===== src/rtl/clk_div_pkg.sv =====
// Shared defaults and helpers for the multi-channel tick/clock-enable generator.
package clk_div_pkg;

    localparam int unsigned CNT_W_DEF   = 32;
    localparam int unsigned DIV_RST_DEF = 5_000_000;

    // Width of a channel index; never narrower than one bit.
    function automatic int unsigned ch_idx_w(input int unsigned n);
        return (n <= 1) ? 1 : $clog2(n);
    endfunction

endpackage


===== src/rtl/clk_div_chan.sv =====
// One divider channel: counter, active/shadow divisor, tick and toggling output.
module clk_div_chan
    import clk_div_pkg::*;
#(
    parameter int unsigned      CNT_W   = CNT_W_DEF,
    parameter logic [CNT_W-1:0] DIV_RST = CNT_W'(DIV_RST_DEF)
) (
    input  logic             clk,
    input  logic             rst_n,
    input  logic             en,
    input  logic             sync,
    input  logic             wr,
    input  logic [CNT_W-1:0] wr_div,
    output logic             tick,
    output logic             clk_out,
    output logic             pend
);

    logic [CNT_W-1:0] cnt;
    logic [CNT_W-1:0] div;
    logic [CNT_W-1:0] sdiv;
    logic             terminal_c;

    // Last count of the period; a halted (div==0) channel never gets here.
    assign terminal_c = en && (div != '0) && (cnt == div - CNT_W'(1));

    // Counter, divisor hand-over and registered outputs; sync beats everything but reset.
    always_ff @(posedge clk or negedge rst_n) begin
        if (!rst_n) begin
            cnt     <= '0;
            div     <= DIV_RST;
            sdiv    <= DIV_RST;
            pend    <= 1'b0;
            tick    <= 1'b0;
            clk_out <= 1'b0;
        end else begin
            tick <= 1'b0;
            if (wr) begin
                sdiv <= wr_div;
            end
            if (sync) begin
                cnt     <= '0;
                clk_out <= 1'b0;
                pend    <= 1'b0;
                if (wr) begin
                    div <= wr_div;
                end else if (pend) begin
                    div <= sdiv;
                end
            end else if (div == '0) begin
                // Halted: take any pending divisor straight away; a fresh write pends for next cycle.
                cnt  <= '0;
                pend <= wr;
                if (pend) begin
                    div <= sdiv;
                end
            end else if (terminal_c) begin
                cnt     <= '0;
                tick    <= 1'b1;
                clk_out <= ~clk_out;
                pend    <= 1'b0;
                if (wr) begin
                    div <= wr_div;
                end else if (pend) begin
                    div <= sdiv;
                end
            end else begin
                if (en) begin
                    cnt <= cnt + CNT_W'(1);
                end
                if (wr) begin
                    pend <= 1'b1;
                end
            end
        end
    end

endmodule


===== src/rtl/clk_div_multi.sv =====
// N_CH independent programmable dividers with a shared divisor write port and phase-align.
module clk_div_multi
    import clk_div_pkg::*;
#(
    parameter int unsigned      N_CH    = 4,
    parameter int unsigned      CNT_W   = CNT_W_DEF,
    parameter logic [CNT_W-1:0] DIV_RST = CNT_W'(DIV_RST_DEF),
    localparam int unsigned     CH_W    = ch_idx_w(N_CH)
) (
    input  logic             clk,
    input  logic             rst_n,
    input  logic [N_CH-1:0]  en,
    input  logic             sync,
    input  logic             wr_en,
    input  logic [CH_W-1:0]  wr_ch,
    input  logic [CNT_W-1:0] wr_div,
    output logic [N_CH-1:0]  tick,
    output logic [N_CH-1:0]  clk_out,
    output logic [N_CH-1:0]  pend
);

    // Per-channel instances; an out-of-range wr_ch matches no channel and is dropped.
    for (genvar i = 0; i < N_CH; i++) begin : g_ch
        logic wr_hit;

        assign wr_hit = wr_en && (wr_ch == CH_W'(i));

        clk_div_chan #(
            .CNT_W   (CNT_W),
            .DIV_RST (DIV_RST)
        ) u_chan (
            .clk     (clk),
            .rst_n   (rst_n),
            .en      (en[i]),
            .sync    (sync),
            .wr      (wr_hit),
            .wr_div  (wr_div),
            .tick    (tick[i]),
            .clk_out (clk_out[i]),
            .pend    (pend[i])
        );
    end

endmodule


===== config.mk =====
export PLATFORM = sky130hd
export DESIGN_NAME = clk_div_multi
export DESIGN_NICKNAME = d
export VERILOG_FILES = /design/src/rtl/clk_div_pkg.sv /design/src/rtl/clk_div_chan.sv /design/src/rtl/clk_div_multi.sv
export SDC_FILE = /design/constraint.sdc
export NUM_CORES = 1
export LEC_CHECK = 0
export BUFFER_PORTS_ARGS = -buffer_cell sky130_fd_sc_hd__buf_2
export CORE_MARGIN = 8
export CORE_UTILIZATION = 58
export DETAILED_ROUTE_END_ITERATION = 10
export GPL_TIMING_DRIVEN = 0
export HOLD_SLACK_MARGIN = 0.05
export PLACE_DENSITY = 0.82
export SYNTH_ARGS = -nofsm -noshare
export SYNTH_HDL_FRONTEND = slang
export SYNTH_HIERARCHICAL = 1
export SYNTH_SLANG_ARGS = --single-unit

===== constraint.sdc =====
create_clock -name clk -period 3.2 [get_ports clk]
set_input_delay 0.64 -clock clk [delete_from_list [all_inputs] [get_ports clk]]
set_output_delay 0.64 -clock clk [all_outputs]
set_load 0.03 [all_outputs]

; ---- After elaboration in Yosys (flattened, before gate mapping)
; Index checks and enable logic that the tools add are counted.
[op_classes]
div = 0
shift = 0
n_mux = 76
mul = 0
bitwise = 4
n_eq_ne = 11
addsub = 8
order_cmp = 0
reduce_logical = 41
[op_table]
columns = op, n
row1 = $mux 32, 36
row2 = $add 32x1->32 const B, 4
row3 = $eq 32x32->1, 4
row4 = $logic_not 32->1, 4
row5 = $reduce_bool 32->1, 4
row6 = $sub 32x1->32 const B, 4
row7 = $mux 1, 40
row8 = $reduce_bool 4->1, 8
row9 = $logic_and 1x1->1, 12
row10 = $reduce_bool 3->1, 4
row11 = $ne 2x2->1 const B, 4
row12 = $reduce_and 2->1, 4
row13 = $reduce_bool 2->1, 4
row14 = $eq 2x2->1 const B, 2
row15 = $not 1->1, 4
row16 = $eq 2x1->1 const B, 1
row17 = $logic_not 2->1, 1
[word_totals]
elab_cells = 164
ramBits = 0
latch_bits = 0
romBits = 0
inputBits = 42
memories = 0
ff_bits = 396

; ---- Logic depth before layout (Yosys ltp)
[depth]
ltp_word = 6
ltp_mapped = 14
ltp_nobuf = 11

; ---- Hierarchy
; The synthesis kept the hierarchy.
[by_module_without_submodules]
columns = module, n_inst, cells_each, seq_area_each_um2, area_per_inst_um2
row1 = clk_div_chan (g_ch[0].u_chan ...), 2, 565, 2497.4, 5858.1
row2 = clk_div_chan (g_ch[2].u_chan), 1, 575, 2497.4, 5886.9
row3 = clk_div_chan (g_ch[3].u_chan), 1, 537, 2497.4, 5766.8
row4 = clk_div_multi, 1, 4, 0.0, 37.5

; ---- Worst setup path before layout
; No wires, ideal clock.
[synth_path]
kind = flip-flop to flip-flop
startpoint = reg g_ch[0].u_chan.div[2]
endpoint = reg g_ch[0].u_chan.div[0]
period_less_slack_ps = 3512
t_required_ps = 3127
arrival_time_ps = 3439
path_buffers = 3
slack_ps = -312
stages_incl_launch_ff = 12
setup_time_ps = 73
path_cell_list = dfrtp_1 > buf_2 > nor4_1 > nand4b_1 > or4_1 > xnor2_1 > or4b_1 > or4_1 > buf_6 > a21oi_4 > buf_6 > a2bb2oi_2
[synth_via]
elab_chain_cells = 4
[synth_lines]
columns = element, line
row1 = "start, declared", clk_div_chan.sv:20  ; logic [CNT_W-1:0] div;
row2 = "start signal, assigned", clk_div_chan.sv:46  ; div <= wr_div;
row3 = "start signal, assigned", clk_div_chan.sv:48  ; div <= sdiv;
row4 = "start signal, assigned", clk_div_chan.sv:55  ; div <= sdiv;
row5 = $sub 32x1->32 or $reduce_bool 32->1 (tied branches), clk_div_chan.sv:25  ; assign terminal_c = en && (div != '0) && (cnt == div - CNT_W'(1));
row6 = $eq 32x32->1 or $logic_and 1x1->1 (tied branches), clk_div_chan.sv:25
row7 = $logic_and 1x1->1, clk_div_chan.sv:25
row8 = $reduce_bool 3->1 (no line), -
; Parallel ways exist; a longest one is shown, timed or not.
; A chain may end at the register's enable or synchronous reset.

; ---- Worst setup path in the final report
[layout_path]
startpoint = reg g_ch[1].u_chan.div[2]
endpoint = reg g_ch[1].u_chan.cnt[4]
[layout_via]
elab_chain_cells = 6
[layout_lines]
columns = element, line
row1 = "start, declared", clk_div_chan.sv:20
row2 = "start signal, assigned", clk_div_chan.sv:46
row3 = "start signal, assigned", clk_div_chan.sv:48
row4 = "start signal, assigned", clk_div_chan.sv:55
row5 = $sub 32x1->32 or $reduce_bool 32->1 (tied branches), clk_div_chan.sv:25
row6 = $eq 32x32->1 or $logic_and 1x1->1 (tied branches), clk_div_chan.sv:25
row7 = $logic_and 1x1->1, clk_div_chan.sv:25
row8 = $mux 32, clk_div_chan.sv:57  ; end else if (terminal_c) begin
row9 = $mux 32, clk_div_chan.sv:50  ; end else if (div == '0) begin
row10 = $mux 32, clk_div_chan.sv:41  ; if (sync) begin
row11 = "end signal, assigned", clk_div_chan.sv:69  ; cnt <= cnt + CNT_W'(1);
row12 = "end, declared", clk_div_chan.sv:19  ; logic [CNT_W-1:0] cnt;
; Parallel ways exist; a longest one is shown, timed or not.

==> run metrics <==
gr busiest metal met2; clk slew on worst S/H paths 0.07 ns; Leakage 11.6 nW; diode count 0; top cell type's share of synthesized area 35.5%; Synth Flop Type dfrtp_1; Synth area leader dfrtp_1; Synth Instances 2,246; mapped cell area 0.0234 mm^2; antenna violations before repair 1; Compound-Gate Fraction of Synth Area 16.9%; routed wire length 71,000 um; detailed placement HPWL 44,300 um; #FFs+latches synth 396; Final period util 112%; Async SR Flop Fraction 100%; outcome finished with violations; setup slack after layout -0.372 ns; switch share 32.2%; Post-synth EDFFs 0; Int Power 11.7 mW; dpl ws -0.963 ns; Reg area 0.0100 mm^2; Unique masters post-synth 100; GR met2 Demand/Resource 48.3%; mux cell area share after synthesis 6.51%; FMAX 0.280 GHz; final core occ 74.7%; root buf cell clkbuf_16; Longest Clk Path Bufs 3; IO Pins 54; largest family of logic cells by synthesized area simple AND/OR/NAND/NOR gates; FF-to-FF End g_ch[1].u_chan/cnt[4]; global-route wire length before repair 110,000 um; Final #Nets 2,562; Post-DP Area 0.0246 mm^2; peak fanout along the critical path 10; max incr delay on CP 0.59 ns; vias in the first global route 20,200; clk_lat worst skew 0.58 ns; HP Class input port to flip-flop; Design Area, Final 0.0298 mm^2; Crit-path slowest cell or4_4; Initial DRC Count 1,719; Final min period 3.57 ns; clock power share 31.2%; actual slew at the worst max-slew pin 0.743 ns; share of cells above drive strength 1 38.9%; Final setup viols 205; area occupied by multi-input gates 0.0143 mm^2; Num CTS Buffers 42; Die Y 217 um; Worst Setup Start Kind flip-flop; R2R Path Start g_ch[1].u_chan/div[2]; gp weighted congestion 0.937; Max-slew headroom 50.5%; RSZ-0062 raised after global routing yes; pin count of the biggest net entering global routing 132; pwr dens 582 mW/mm^2; Area contributors post-synth dfrtp_1, dfstp_2, mux2_2; Clock Sink Count 396; skew final 0.0167 ns; die area 0.0470 mm^2; DRC 0; Syn. warnings 6; final hold violation count 0; Core Region 0.0398 mm^2; fill count 2,443; Synth Net Count 2,300; # Max-Cap Violations 0; Final ANT Viol Nets 0; Crit path arrival time 4.03 ns; post-synthesis adder-cell area fraction 0.641%; GRT Resource Usage Total 28.8%; crit-path leading delay family simple AND/OR/NAND/NOR gates; crit path kind flip-flop to flip-flop; via-per-instance ratio 6.55; routed len/inst 23.2 um; WP data required 3.66 ns; Worst setup EP type flip-flop; failing checks negative setup slack; port bufs 51; P_sw 5.59 mW; post-synthesis simple-gate area fraction 19.1%; worst path bufs/invs 6; Layout area overhead 27.1%; CP Cell Sequence buf_6 > nor4_4 > nand4b_1 > buf_4 > buf_4 > nor3_1 > nor3_1 > nor4_2 > nand4_1 > or4_4 > buf_12 > nand2_8 > buf_12 > buf_16 > nor2_2; Rows 73; instance count on the critical path 15; maximum VDD drop 333 uV; Pre-antenna DRT Iters 5; CTS tree yes; GR Layer Usage met1 35.7%; initial core utilization 58.8%; grt ovf 0; Max Slew Vio Count 0; Horiz. Die Dim 217 um; Seq/Total Area, Yosys 42.7%; CP Launch Point g_ch[1].u_chan/div[2]; Critical Path End g_ch[1].u_chan/cnt[4]; Fin Hold WS 0.397 ns; Via Count 20,100; met3 GRT Util 3.91%; XOR/XNOR Fraction of Synth Area 10.6%; Comb power frac 28.2%; flop-to-flop setup slack -0.37 ns; R2R depth 15; sequential share of power 40.6%; Syn Area/Cell 10.4 um^2; depth of the CTS H-tree 2
-- layer usage --
| metal | share of wire [%] | vias up |
|---|---|---|
| met5 | 0.018 | - |
| met4 | 6.4 | 2 |
| met3 | 6.6 | 321 |
| met2 | 48 | 918 |
| met1 | 39 | 10000 |
| li1 | - | 8817 |
-- metrics by stage --
stage	total power, mW	instances	setup TNS (ns)
floorplan	9.52	2246	-5.21
global placement	10.4	2822	-2323.16
detailed placement	10.6	2825	-178.52
CTS	16.8	3043	-38.92
global route	18.0	3065	-81.28
finish	17.3	3065	-49.95
-- state kept, by name, indices dropped and copies added, names as in the netlist --
register,count
g_ch.u_chan/cnt,128
g_ch.u_chan/div,128
g_ch.u_chan/sdiv,128
g_ch.u_chan/clk_out,4
g_ch.u_chan/pend,4
g_ch.u_chan/tick,4
-- synthesized netlist by cell type, drive strengths merged (6+ instances only) --
cell type	instances
a211oi	8
a21oi	80
a22oi	34
a2bb2oi	63
a31oi	9
and2	8
and3	77
and4	9
buf	65
clkbuf	77
dfrtp	332
dfstp	64
ha	12
inv	31
mux2	129
mux2i	7
nand2	84
nand2b	25
nand3	100
nand3b	16
nand4	41
nand4b	14
nor2	237
nor2b	10
nor3	58
nor3b	9
nor4	45
o21ai	26
o22ai	66
o2bb2ai	64
o311ai	10
o31ai	7
or2	7
or3	16
or3b	6
or4	30
xnor2	138
xor2	144
-- worst min-delay path by stage --
stage / start / endpoint / cells past startpoint
6_report: en[2] / g_ch[2].u_chan/cnt[1] / 3
5_1_grt: en[2] / g_ch[2].u_chan/cnt[1] / 3
4_1_cts: en[2] / g_ch[2].u_chan/cnt[1] / 3
3_5_place_dp: g_ch[2].u_chan/sdiv[26] / g_ch[2].u_chan/sdiv[26] / 1
3_3_place_gp: g_ch[2].u_chan/sdiv[10] / g_ch[2].u_chan/sdiv[10] / 1
2_1_floorplan: rst_n / g_ch[0].u_chan/clk_out / 0
-- worst reg2reg max path: cells and delay by family, from the launching register on --
kind	cells	cell delay, ns
buffers and inverters	6	0.98
and+or+nand+nor	9	2.09
DFF	1	0.38
-- cells by family after synthesis --
group	count (synthesis)
XOR/XNOR	282
AO/OA/AOI/OAI	436
buffers and inverters	173
multiplexers	136
flip-flops	396
adder cells (fa/ha/maj)	12
AND/OR/NAND/NOR	811
-- final cells by class --
cell class | instances | share of cell area [%]
well taps | 525 | 2.21
inverters | 31 | 0.408
plain buffers | 112 | 2.79
multi-input cells | 1679 | 47.9
clock inverters | 18 | 1.01
clock buffers | 58 | 4.07
flip-flops and latches | 396 | 33.7
repair buffers | 246 | 7.91
-- repair_timing --
item / 4_1_cts / 5_1_grt
gates resized for setup: 352 / 164
hold buffers: 1 / 0
cloned: 28 / 1
setup endpoints to repair: 267 / 266
buffers inserted: 131 / 48
pin swaps: 145 / 81
hold endpoints to repair: 9 / 0
-- power groups by stage --
| stage | logic, mW | clock network [mW] | registers [mW] |
|---|---|---|---|
| 2_1_floorplan | 2.96 | 0 | 6.56 |
| 3_3_place_gp | 3.62 | 0 | 6.78 |
| 3_5_place_dp | 3.75 | 0 | 6.84 |
| 4_1_cts | 4.49 | 5.45 | 6.89 |
| 5_1_grt | 5.20 | 5.67 | 7.11 |
| 6_report | 4.89 | 5.40 | 7.03 |
-- cell usage in the layout (no fill, tap or decap), drive strengths merged, types with 8 or more instances in the layout --
cell     Yosys  final
a211oi       8      8
a21oi       80     80
a22oi       34     34
a2bb2oi     63     63
a31oi        9      9
and2         8      8
and3        77     77
and4         9      9
buf         65    296
bufinv       0      8
clkbuf      77    119
dfrtp      332    332
dfstp       64     64
ha          12     12
inv         31     32
mux2       129    129
nand2       84     86
nand2b      25     25
nand3      100    100
nand3b      16     16
nand4       41     41
nand4b      14     14
nor2       237    237
nor2b       10     10
nor3        58     58
nor3b        9      9
nor4        45     45
o21ai       26     26
o22ai       66     66
o2bb2ai     64     64
o311ai      10     10
or3         16     16
or4         30     30
xnor2      138    138
xor2       144    144
Note: power is estimated with default switching activity, not from simulation.
